===== src/rtl/fetch_prefetch_queue.sv =====
// rtl/fetch_prefetch_queue.sv - fetch PC owner with DEPTH-entry prefetch FIFO feeding stage D
module fetch_prefetch_queue #(
   parameter int          DEPTH    = 4,
   parameter logic [31:0] BOOT_PC  = 32'h0000_3000,
   parameter logic [31:0] IM_START = 32'h0000_3000,
   parameter logic [31:0] IM_END   = 32'h0000_7000,
   parameter logic [4:0]  EXC_ADEL = 5'd4,
   localparam int         PW       = $clog2(DEPTH),
   localparam int         CW       = $clog2(DEPTH + 1)
) (
   input  logic          clk,
   input  logic          reset,
   input  logic          redirect,
   input  logic [31:0]   redirect_pc,
   input  logic          stall,
   output logic [31:0]   im_addr,
   output logic          im_req,
   input  logic [31:0]   im_rdata,
   input  logic          im_ready,
   output logic          valid_D,
   output logic [31:0]   code_D,
   output logic [31:0]   PC_D,
   output logic [4:0]    EXC_D,
   output logic [CW-1:0] count
);

   typedef enum logic {S_FETCH, S_HALT} state_t;

   localparam logic [CW-1:0] FULL_CNT = CW'(DEPTH);
   localparam logic [PW-1:0] PTR_ONE  = PW'(1);
   localparam logic [CW-1:0] CNT_ONE  = CW'(1);

   state_t        state_q, state_d;
   logic [31:0]   fetch_pc_q, fetch_pc_d;
   logic [PW-1:0] wr_ptr_q, rd_ptr_q;
   logic [CW-1:0] count_q;

   logic [31:0]   pc_mem   [DEPTH];
   logic [31:0]   code_mem [DEPTH];
   logic [4:0]    exc_mem  [DEPTH];

   logic          full, bad, push, pop;
   logic [31:0]   push_code;
   logic [4:0]    push_exc;

   assign full = (count_q == FULL_CNT);
   assign bad  = (fetch_pc_q < IM_START) || (fetch_pc_q >= IM_END) || (fetch_pc_q[1:0] != 2'b00);

   always_ff @(posedge clk) begin
      if (reset) begin
         state_q <= S_FETCH;
      end else begin
         state_q <= state_d;
      end
   end

   always_comb begin
      state_d = state_q;
      if (redirect) begin
         state_d = S_FETCH;
      end else if (state_q == S_FETCH && !full && bad) begin
         state_d = S_HALT;
      end
   end

   // A full queue blocks the push even when a pop frees a slot, so im_req never sees stall.
   always_comb begin
      im_req     = 1'b0;
      push       = 1'b0;
      push_code  = im_rdata;
      push_exc   = 5'd0;
      fetch_pc_d = fetch_pc_q;
      if (!redirect && state_q == S_FETCH && !full) begin
         if (bad) begin
            push      = 1'b1;
            push_code = 32'd0;
            push_exc  = EXC_ADEL;
         end else begin
            im_req = 1'b1;
            if (im_ready) begin
               push       = 1'b1;
               fetch_pc_d = fetch_pc_q + 32'd4;
            end
         end
      end
      if (redirect) begin
         fetch_pc_d = redirect_pc;
      end
   end

   assign valid_D = (count_q != '0);
   assign pop     = valid_D && !stall && !redirect;

   always_ff @(posedge clk) begin
      if (reset) begin
         fetch_pc_q <= BOOT_PC;
         wr_ptr_q   <= '0;
         rd_ptr_q   <= '0;
         count_q    <= '0;
      end else begin
         fetch_pc_q <= fetch_pc_d;
         if (redirect) begin
            wr_ptr_q <= '0;
            rd_ptr_q <= '0;
            count_q  <= '0;
         end else begin
            if (push) wr_ptr_q <= wr_ptr_q + PTR_ONE;
            if (pop)  rd_ptr_q <= rd_ptr_q + PTR_ONE;
            if (push && !pop)      count_q <= count_q + CNT_ONE;
            else if (pop && !push) count_q <= count_q - CNT_ONE;
         end
      end
   end

   always_ff @(posedge clk) begin
      if (push) begin
         pc_mem[wr_ptr_q]   <= fetch_pc_q;
         code_mem[wr_ptr_q] <= push_code;
         exc_mem[wr_ptr_q]  <= push_exc;
      end
   end

   assign im_addr = fetch_pc_q;
   assign count   = count_q;
   assign code_D  = valid_D ? code_mem[rd_ptr_q] : 32'd0;
   assign PC_D    = valid_D ? pc_mem[rd_ptr_q]   : 32'd0;
   assign EXC_D   = valid_D ? exc_mem[rd_ptr_q]  : 5'd0;

endmodule


===== config.mk =====
export PLATFORM = sky130hd
export DESIGN_NAME = fetch_prefetch_queue
export DESIGN_NICKNAME = d
export VERILOG_FILES = /design/src/rtl/fetch_prefetch_queue.sv
export SDC_FILE = /design/constraint.sdc
export NUM_CORES = 1
export LEC_CHECK = 0
export ABC_AREA = 1
export BUFFER_PORTS_ARGS = -buffer_cell sky130_fd_sc_hd__buf_2
export CORE_UTILIZATION = 55
export CTS_BUF_LIST = sky130_fd_sc_hd__clkbuf_4 sky130_fd_sc_hd__clkbuf_8
export DETAILED_ROUTE_END_ITERATION = 8
export PLACE_DENSITY = 0.77
export SLEW_MARGIN = 15
export SYNTH_ARGS = -nofsm -noshare
export SYNTH_HDL_FRONTEND = slang
export SYNTH_SLANG_ARGS = --single-unit

===== constraint.sdc =====
create_clock -name clk -period 12.85 [get_ports clk]
set_input_delay 2.57 -clock clk [delete_from_list [all_inputs] [get_ports clk]]
set_output_delay 2.57 -clock clk [all_outputs]
set_load 0.05 [all_outputs]

After elaboration in Yosys (flattened, before gate mapping)

Memories as Yosys holds them, arrays and structs flattened. A register that Yosys moved wholly into a read port is not among the register bits.
Index checks and enable logic that the tools add are counted.

Register bits after elaboration: 40
Memory bits (writable): 268
Input port bits: 69
Output and inout bits: 106
Logic and storage cells: 66
Memories kept: 3

$add $sub $neg: 5
Order comparisons: 2
Eq/ne operators: 2
Muxes and demuxes: 26
Bitwise gates (word level): 1
Reduce and logical (&&, ||, !) cells: 22

Memories:

| name     | depth | bits a word | rd ports | clocked after Yosys merged registers in | write ports | RTL line | source |
|---|---|---|---|---|---|---|---|
| code_mem | 4     | 32          | 1        | 1                                       | 1           | 39       | `logic [31:0] code_mem [DEPTH];` |
| pc_mem   | 4     | 32          | 1        | 1                                       | 1           | 38       | `logic [31:0] pc_mem [DEPTH];` |
| exc_mem  | 4     | 3           | 1        | 1                                       | 1           | 40       | `logic [4:0] exc_mem [DEPTH];` |

Operator list:

| cell                                                                 | count |
|---|---|
| two-way mux 32 bit                                                   | 8 |
| adder 32 x 3 -> 32 bit (second input constant)                       | 1 |
| greater-or-equal comparator 32 x 15 -> 1 bit (second input constant) | 1 |
| less-than comparator 32 x 14 -> 1 bit (second input constant)        | 1 |
| two-way mux 2 bit                                                    | 6 |
| two-way mux 3 bit                                                    | 4 |
| logical AND 1 bit                                                    | 8 |
| nonzero test 2 bit                                                   | 4 |
| two-way mux 1 bit                                                    | 7 |
| zero test 1 bit                                                      | 5 |
| two-way mux 5 bit                                                    | 1 |
| adder 2 x 1 -> 2 bit (second input constant)                         | 2 |
| adder 3 x 1 -> 3 bit (second input constant)                         | 1 |
| == test 3 bit (second input constant)                                | 1 |
| AND reduction 3 bit                                                  | 1 |
| nonzero test 3 bit                                                   | 1 |
| subtractor 3 x 1 -> 3 bit (second input constant)                    | 1 |
| logical OR 1 bit                                                     | 2 |
| inequality test 2 bit (second input constant)                        | 1 |
| OR reduction 2 bit                                                   | 1 |
| NOT 1 bit                                                            | 1 |

Logic depth before layout (Yosys ltp)

Gate-level depths: netlist of run 1.

Word-level depth: 9
Gate-level depth with buffers: 14
Depth with buffers taken out: 14

Least setup slack after synthesis of run 1

No wires, ideal clock.

Kind: input-to-reg
Start point: input port redirect
End point: memory code_mem[0][0], enable pin
Setup time: 488 ps
Arrival: 5885 ps
Data required time: 12362 ps
Path slack: 6477 ps
Stages on the path: 6
Path buffers: 1
Path through: buf_2 nor2_8 nand3_4 nand2_4 clkinv_2 nor2_1

Word-level cells in the longest chain between the ends: 6

RTL lines:

| what                                    | RTL line | source |
|---|---|---|
| from (decl)                             | 13       | `input logic redirect,` |
| zero test 1 bit                         | 73       | `if (!redirect && state_q == S_FETCH && !full) begin` |
| logical AND 1 bit (2 in series)         | 73       |  |
| two-way mux 1 bit                       | 73       |  |
| net push                                | 42       | `logic full, bad, push, pop;` |
| two-way mux 1 bit                       | 116      | `if (push) begin` |
| two-way mux 1 bit (not written as such) | 118      | `code_mem[wr_ptr_q] <= push_code;` |
| to (decl)                               | 39       |  |

The timed path passes the listed nets, and every way through them passes these cells.

Final worst setup path of run 1

Start point: input port redirect
End point: output port im_req

Word-level cells in the longest chain between the ends: 4

RTL lines:

| what                            | RTL line | source |
|---|---|---|
| zero test 1 bit                 | 73       |  |
| logical AND 1 bit (2 in series) | 73       |  |
| two-way mux 1 bit               | 73       |  |
| to (decl)                       | 17       | `output logic im_req,` |

No other way between the ends.

==> impl_metrics.py, run 1 <==
metrics = {
    "global_route": {
        "grt_first_pass_wirelength_mm": 44.6,
        "grt_start_max_net_pins": 71,
        "grt.overflow.total": 0,
        "grt.total_usage_pct": 24.3,
        "antenna_violations_before_repair": 0,
        "number_of_global_route_vias_before_repair": 8746,
    },
    "layout": {
        "num_antenna_cells": 0,
        "drive_gt1_share_pct": 21.1,
        "final_core_util_pct": 65.5,
        "num-nets-final": 1403,
        "area_delta_synth_final_pct": 15.7,
    },
    "routing": {
        "routed_wirelength_mm": 27.9,
        "post-route-drc-count": 12,
        "drt.antenna.violating_nets": 0,
        "vias": 8811,
        "avgRoutedWirePerCell_um": 17.0,
        "dr.pass1.iters": 7,
        "drt_iter0_drc": 630,
        "routed_via_density": 5.36,
    },
    "cts": {
        "ctsHoldBuffers": 0,
        "postCtsResizedCells": 0,
        "ctsRootBufferMaster": "sky130_fd_sc_hd__clkbuf_8",
        "clock_tree.buffer_depth": 3,
        "cts-htree-levels": 2,
        "post_cts.repair.setup_buffers": 0,
        "cts.clk_slew.worst_paths_ps": 60,
        "worst_skew_pair.late_latency_ps": 560,
        "numClockSinks": 302,
        "cts_inserted_buffers": 47,
        "tritoncts": "yes",
    },
    "synth": {
        "ys_seq_area_share_pct": 69.1,
        "yosys_warnings": 0,
        "syn_area_per_cell_um2": 10.7,
        "synth_top_area_share_pct": 62.4,
        "netlist_area_um2": 12500,
        "ys_types": 37,
        "synth_enable_flop_cells": 260,
        "post-synth-top-area-cell": "sky130_fd_sc_hd__edfxtp_1",
        "flip_flop_and_latch_count_after_synthesis": 302,
        "proportion_of_register_bits_with_asynchronous_set_or_reset_after_synthesis_pct": 0,
        "synth.area.top_cells": "sky130_fd_sc_hd__edfxtp_1 (62%), sky130_fd_sc_hd__nor2_1 (9.6%), sky130_fd_sc_hd__dfxtp_1 (6.7%), sky130_fd_sc_hd__o21ai_0 (5.5%), sky130_fd_sc_hd__a21oi_1 (3.6%)",
        "synthesis.instances": 1164,
        "synth_flop_cell": "sky130_fd_sc_hd__edfxtp_1",
    },
    "sta": {
        "hold_violations": 0,
        "slew_headroom_pct": 42.1,
        "tightest_slew_ps": 868,
        "fin_hold_ws_ps": 471,
        "finalMaxSlewViolations": 0,
        "timing.setup.tns_ps": 0,
        "finalWorstPathRequiredPeriod_ps": 6180,
        "grt_setup_unrepaired": "no",
        "setup-violations-final": 0,
        "fmax_mhz": 162,
        "post_route_clock_period_utilization_pct": 48.1,
        "skew_ps": 26.2,
    },
    "die": {
        "cell_row_count": 54,
        "die_height_um": 153,
        "dieArea_um2": 23400,
        "initial_core_utilization_pct": 56.6,
        "coreArea_um2": 22100,
        "number_of_top_level_design_ports": 175,
        "floorplan.die.width_um": 153,
    },
    "setup_path": {
        "r2r_cells": 9,
        "critical_path.max_fanout": 34,
        "worst_r2r_startpoint": "im_addr[12]$_SDFFE_PP1P_",
        "timing.setup.critical_path_class": "input port to output pin",
        "critical_path.reg2reg.endpoint": "pc_mem[1][10]$_DFFE_PP_",
        "setup.reg_to_reg.worst_slack_ps": 9440,
        "worst-endpoint-required_ps": 10280,
        "worst-endpoint-arrival_ps": 3610,
        "cp-end-kind": "output pin",
        "timing.critical_path.from_type": "input port",
    },
    "power_and_ir_drop": {
        "ir_drop_v": 0.000105,
        "total_power_consumption_of_the_routed_design_w": 0.00230,
        "power.density_cell_area_nw_per_um2": 159,
        "cellLeakagePower_nw": 5.86,
    },
    "hold_path": {
        "timing.hold.worst.class": "register to register",
        "min_delay_path_depth": 2,
        "min-delay-start": "rd_ptr_q[1]$_SDFFE_PP0P_",
    },
    "status": {
        "failed_checks": "DRC",
        "run_status": "complete, but fails checks",
    },
    "place": {
        "buffer_ports.inserted": 170,
        "detailedPlacementHpwl_mm": 16.2,
        "globalplace.congestion": 0.779,
    },
    "run": {
        "drv.max_cap_violation_count": 0,
    },
}
## registers in the layout, indices dropped and copies added, names as in the netlist, named ones only
register  cells
code_mem    128
pc_mem      128
im_addr      32
exc_mem       4
count         3
rd_ptr_q      2
wr_ptr_q      2
state_q       1
## worst max path at each step
stage               startpoint                        to  cells past startpoint
finish                redirect                    im_req                      6
global route          register                   PC_D[1]                      5
CTS                   register                   PC_D[1]                      5
detailed placement    redirect                    im_req                      6
global placement      redirect                    im_req                      6
floorplan             redirect  code_mem[0][0]$_DFFE_PP_                      6
## where the power goes
group,internal [W],total (W),leakage (nW),switching (W)
clock,0.000460,0.000816,0.526,0.000355
combinational,0.0000726,0.000335,2.53,0.000263
sequential,0.00113,0.00115,2.80,0.0000275
total,0.00166,0.00230,5.86,0.000646
## synth_stat cells (2+ instances only)
| cell type | number |
|---|---|
| sky130_fd_sc_hd__buf_6 | 4 |
| sky130_fd_sc_hd__edfxtp_1 | 260 |
| sky130_fd_sc_hd__nand2_1 | 104 |
| sky130_fd_sc_hd__inv_2 | 4 |
| sky130_fd_sc_hd__nand3_4 | 2 |
| sky130_fd_sc_hd__buf_2 | 21 |
| sky130_fd_sc_hd__a31oi_1 | 3 |
| sky130_fd_sc_hd__clkbuf_1 | 34 |
| sky130_fd_sc_hd__o21ai_1 | 15 |
| sky130_fd_sc_hd__buf_4 | 5 |
| sky130_fd_sc_hd__o21ai_0 | 138 |
| sky130_fd_sc_hd__nand3_1 | 24 |
| sky130_fd_sc_hd__ha_1 | 7 |
| sky130_fd_sc_hd__buf_1 | 6 |
| sky130_fd_sc_hd__nor3_1 | 2 |
| sky130_fd_sc_hd__inv_1 | 61 |
| sky130_fd_sc_hd__dfxtp_1 | 42 |
| sky130_fd_sc_hd__nand2_2 | 3 |
| sky130_fd_sc_hd__nor2_1 | 320 |
| sky130_fd_sc_hd__a21oi_1 | 91 |
| sky130_fd_sc_hd__nand3b_1 | 2 |
## per-layer routing
layer	up-vias	track usage (%)	wire (um)
li1	4286	-	-
met1	4150	32.4	12000
met2	337	40.8	13500
met3	38	4.00	2030
met4	0	7.84	428
met5	-	0	0
## placed cells by master (no fill, tap or decap), drive strengths merged
master  count
fa          1
inv        66
conb        4
o21ai     153
nor2      323
nor3        2
clkbuf     73
nand4       2
o21bai      1
a31oi       3
nand2     108
dfxtp      42
clkinv     12
bufinv      1
xor2        1
a21oi      92
or2         1
ha          7
nand3      27
o31ai       1
xnor2       1
buf       180
nand3b      2
edfxtp    260
## area by class of cell
cell class | instances | area (um^2)
Sequential cell | 302 | 8650
Fill cell | 1723 | 7610
Multi-Input combinational cell | 729 | 3320
Timing Repair Buffer | 180 | 926
Clock inverter | 13 | 91.3
Tap cell | 280 | 350
Inverter | 66 | 250
Clock buffer | 73 | 886
## stage by stage
stage	cells	worst slack (ps)	area (um^2)
after floorplan	1167	6480	12500
after global placement	1557	6700	13500
after detailed placement	1557	6670	13500
after CTS	1643	6660	14500
after global routing	1643	6440	14500
final	1643	6670	14500
## cell families after synthesis
family	after synthesis	share of synthesized area [%]
flops	302	69.1
fa+ha+maj	8	0.860
xor+xnor	2	0.140
buf+inv	136	4.69
other cells	1	0.0300
simple gates	465	15.1
compound gates	250	10.1
## critical path: stages
cell and delay [ps]:
sky130_fd_sc_hd__buf_2 100, sky130_fd_sc_hd__buf_4 260, sky130_fd_sc_hd__nor2_8 170, sky130_fd_sc_hd__nand2_1 70, sky130_fd_sc_hd__nor2_1 150, sky130_fd_sc_hd__buf_2 290
(Power assumes the default switching activity.)
==> run 2: changes to the inputs <==
- CORE_UTILIZATION: 55 -> 54
- PLACE_DENSITY: 0.77 -> 0.79
- clock period: 12.85 -> 5.2 ns (I/O delays scaled with it)
==> impl_metrics.py, run 2 (synthesis gave the netlist of run 1 again) <==
metrics = {
    "status": {
        "run_status": "finished, final reports clean",
    },
    "place": {
        "globalplace.congestion": 0.779,
        "place_worst_setup_slack_ps": 1570,
        "buffer_ports.inserted": 170,
        "detailedPlacementHpwl_mm": 16.6,
        "post-place-cells": 1565,
    },
    "global_route": {
        "globalRouteMet3Util_pct": 4.20,
        "global_route.peak_usage_layer": "met2",
        "grt_start_max_net_pins": 92,
        "met2_usage_pct": 40.5,
        "grt_use_met1_pct": 33.3,
        "grt_first_pass_wirelength_mm": 45.2,
        "grt.overflow.total": 0,
        "number_of_global_route_vias_before_repair": 8590,
        "antenna_violations_before_repair": 1,
        "grt.total_usage_pct": 24.5,
    },
    "setup_path": {
        "critical-path-max-stage-delay_ps": 840,
        "worst-endpoint-required_ps": 4160,
        "worst-endpoint-arrival_ps": 3150,
        "critical_path.cell_chain": "inv_2, buf_4, nor2_1, o21ai_0, a21oi_1, buf_2",
        "worst_r2r_startpoint": "im_addr[12]$_SDFFE_PP1P_",
        "timing.critical_path.from_type": "register",
        "critical_path.max_fanout": 37,
        "timing.setup.critical_path_class": "register to output pin",
        "cp-end-kind": "output pin",
        "critPathSlowestCell": "sky130_fd_sc_hd__dfxtp_2",
    },
    "sta": {
        "grt_setup_unrepaired": "no",
        "finalMaxSlewViolations": 0,
        "fmax_mhz": 239,
        "hold_violations": 0,
        "post_route_clock_period_utilization_pct": 80.6,
        "fin_hold_ws_ps": 461,
        "slew_headroom_pct": 29.8,
        "skew_ps": 38.9,
        "finalWorstPathRequiredPeriod_ps": 4190,
        "tightest_slew_ps": 1050,
        "setup-violations-final": 0,
        "fin_ws_ps": 1010,
        "timing.setup.tns_ps": 0,
    },
    "layout": {
        "area_delta_synth_final_pct": 15.6,
        "fillers": 1734,
        "drive_gt1_share_pct": 20.6,
        "final-seq-area_um2": 8650,
        "num-nets-final": 1406,
        "final_common_cell": "sky130_fd_sc_hd__nor2_1",
        "layout.cells.most_common_list": "sky130_fd_sc_hd__nor2_1 (316), sky130_fd_sc_hd__edfxtp_1 (260), sky130_fd_sc_hd__buf_2 (170)",
        "instances_no_fill": 1651,
        "area_of_combinational_cells_with_multiple_inputs_um2": 3320,
        "final_core_util_pct": 63.7,
    },
    "power_and_ir_drop": {
        "power.combinational.fraction_pct": 15.0,
        "power.density_cell_area_nw_per_um2": 385,
        "p_sw_w": 0.00161,
        "ir_drop_v": 0.000233,
        "pwr-share-clk_pct": 33.8,
        "seq_power_share_pct": 51.2,
        "cellLeakagePower_nw": 5.84,
        "power.share.switching_pct": 28.9,
        "internal-power_w": 0.00396,
    },
    "routing": {
        "routed_wirelength_mm": 28.7,
        "routed_via_density": 5.45,
        "drt.antenna.violating_nets": 0,
        "drt_iter0_drc": 722,
        "post-route-drc-count": 0,
        "avgRoutedWirePerCell_um": 17.4,
        "dr.pass1.iters": 5,
        "vias": 8992,
    },
    "die": {
        "floorplan.die.width_um": 154,
        "dieArea_um2": 23800,
        "number_of_top_level_design_ports": 175,
        "coreArea_um2": 22700,
        "initial_core_utilization_pct": 55.1,
        "cell_row_count": 55,
        "die_height_um": 154,
    },
    "hold_path": {
        "timing.hold.worst.class": "register to register",
        "min-delay-start": "rd_ptr_q[1]$_SDFFE_PP0P_",
    },
    "run": {
        "drv.max_cap_violation_count": 0,
    },
    "cts": {
        "tritoncts": "yes",
        "numClockSinks": 302,
        "ctsHoldBuffers": 0,
        "worst_skew_pair.late_latency_ps": 580,
        "post_cts.repair.setup_buffers": 0,
        "cts-htree-levels": 2,
        "postCtsResizedCells": 0,
        "cts_inserted_buffers": 47,
        "ctsRootBufferMaster": "sky130_fd_sc_hd__clkbuf_8",
        "clock_tree.buffer_depth": 3,
        "cts.clk_slew.worst_paths_ps": 60,
    },
}
-- run 2: cell types whose count changed in the layout (fill, tap and decap cells not counted), sizes merged --
cell / delta
clkinv: +9
bufinv: -1
clkbuf: -8
diode: +1
buf: +3
inv: -1
-- run 2: cell type report --
type | instances | area share (%)
Sequential cell | 302 | 59.8
Multi-Input combinational cell | 729 | 23.0
Timing Repair Buffer | 183 | 6.82
Clock buffer | 65 | 5.49
Tap cell | 285 | 2.46
Inverter | 66 | 1.73
Clock inverter | 20 | 0.701
Antenna cell | 1 | 0.0173
-- run 2: per-stage QoR --
step	instance area [um^2]	power, W
2_1_floorplan	12500	0.00350
3_3_place_gp	13600	0.00372
3_5_place_dp	13600	0.00373
4_1_cts	14500	0.00560
5_1_grt	14500	0.00578
6_report	14500	0.00557
-- run 2: routing by layer --
metal / vias to the layer above / part of all wire [%]
met1: 4272 / 42
met3: 44 / 7.8
met2: 389 / 48
met5: - / 0
met4: 0 / 1.8
li1: 4287 / -
-- run 2: power groups by stage --
stage / clock network [W] / registers, W / logic (W)
2_1_floorplan: 0 / 0.00295 / 0.000559
3_3_place_gp: 0 / 0.00289 / 0.000827
3_5_place_dp: 0 / 0.00290 / 0.000837
4_1_cts: 0.00191 / 0.00285 / 0.000840
5_1_grt: 0.00202 / 0.00286 / 0.000903
6_report: 0.00188 / 0.00285 / 0.000838
-- run 2: worst paths after layout --
check                             to  slack (ps)  depth (start not counted)
max                        code_D[0]        1010                          6
min                         register         460                          2
max reg2reg  exc_mem[2][2]$_DFFE_PP_        1950                          9
min reg2reg                 register         460                          2
-- run 2: worst max-delay path: cells and delay by family (launching register included) --
| kind | cells | cell delay, ps |
|---|---|---|
| buffers and inverters | 3 | 1210 |
| flip-flops | 1 | 840 |
| AO/OA/AOI/OAI | 2 | 330 |
| AND/OR/NAND/NOR | 1 | 160 |
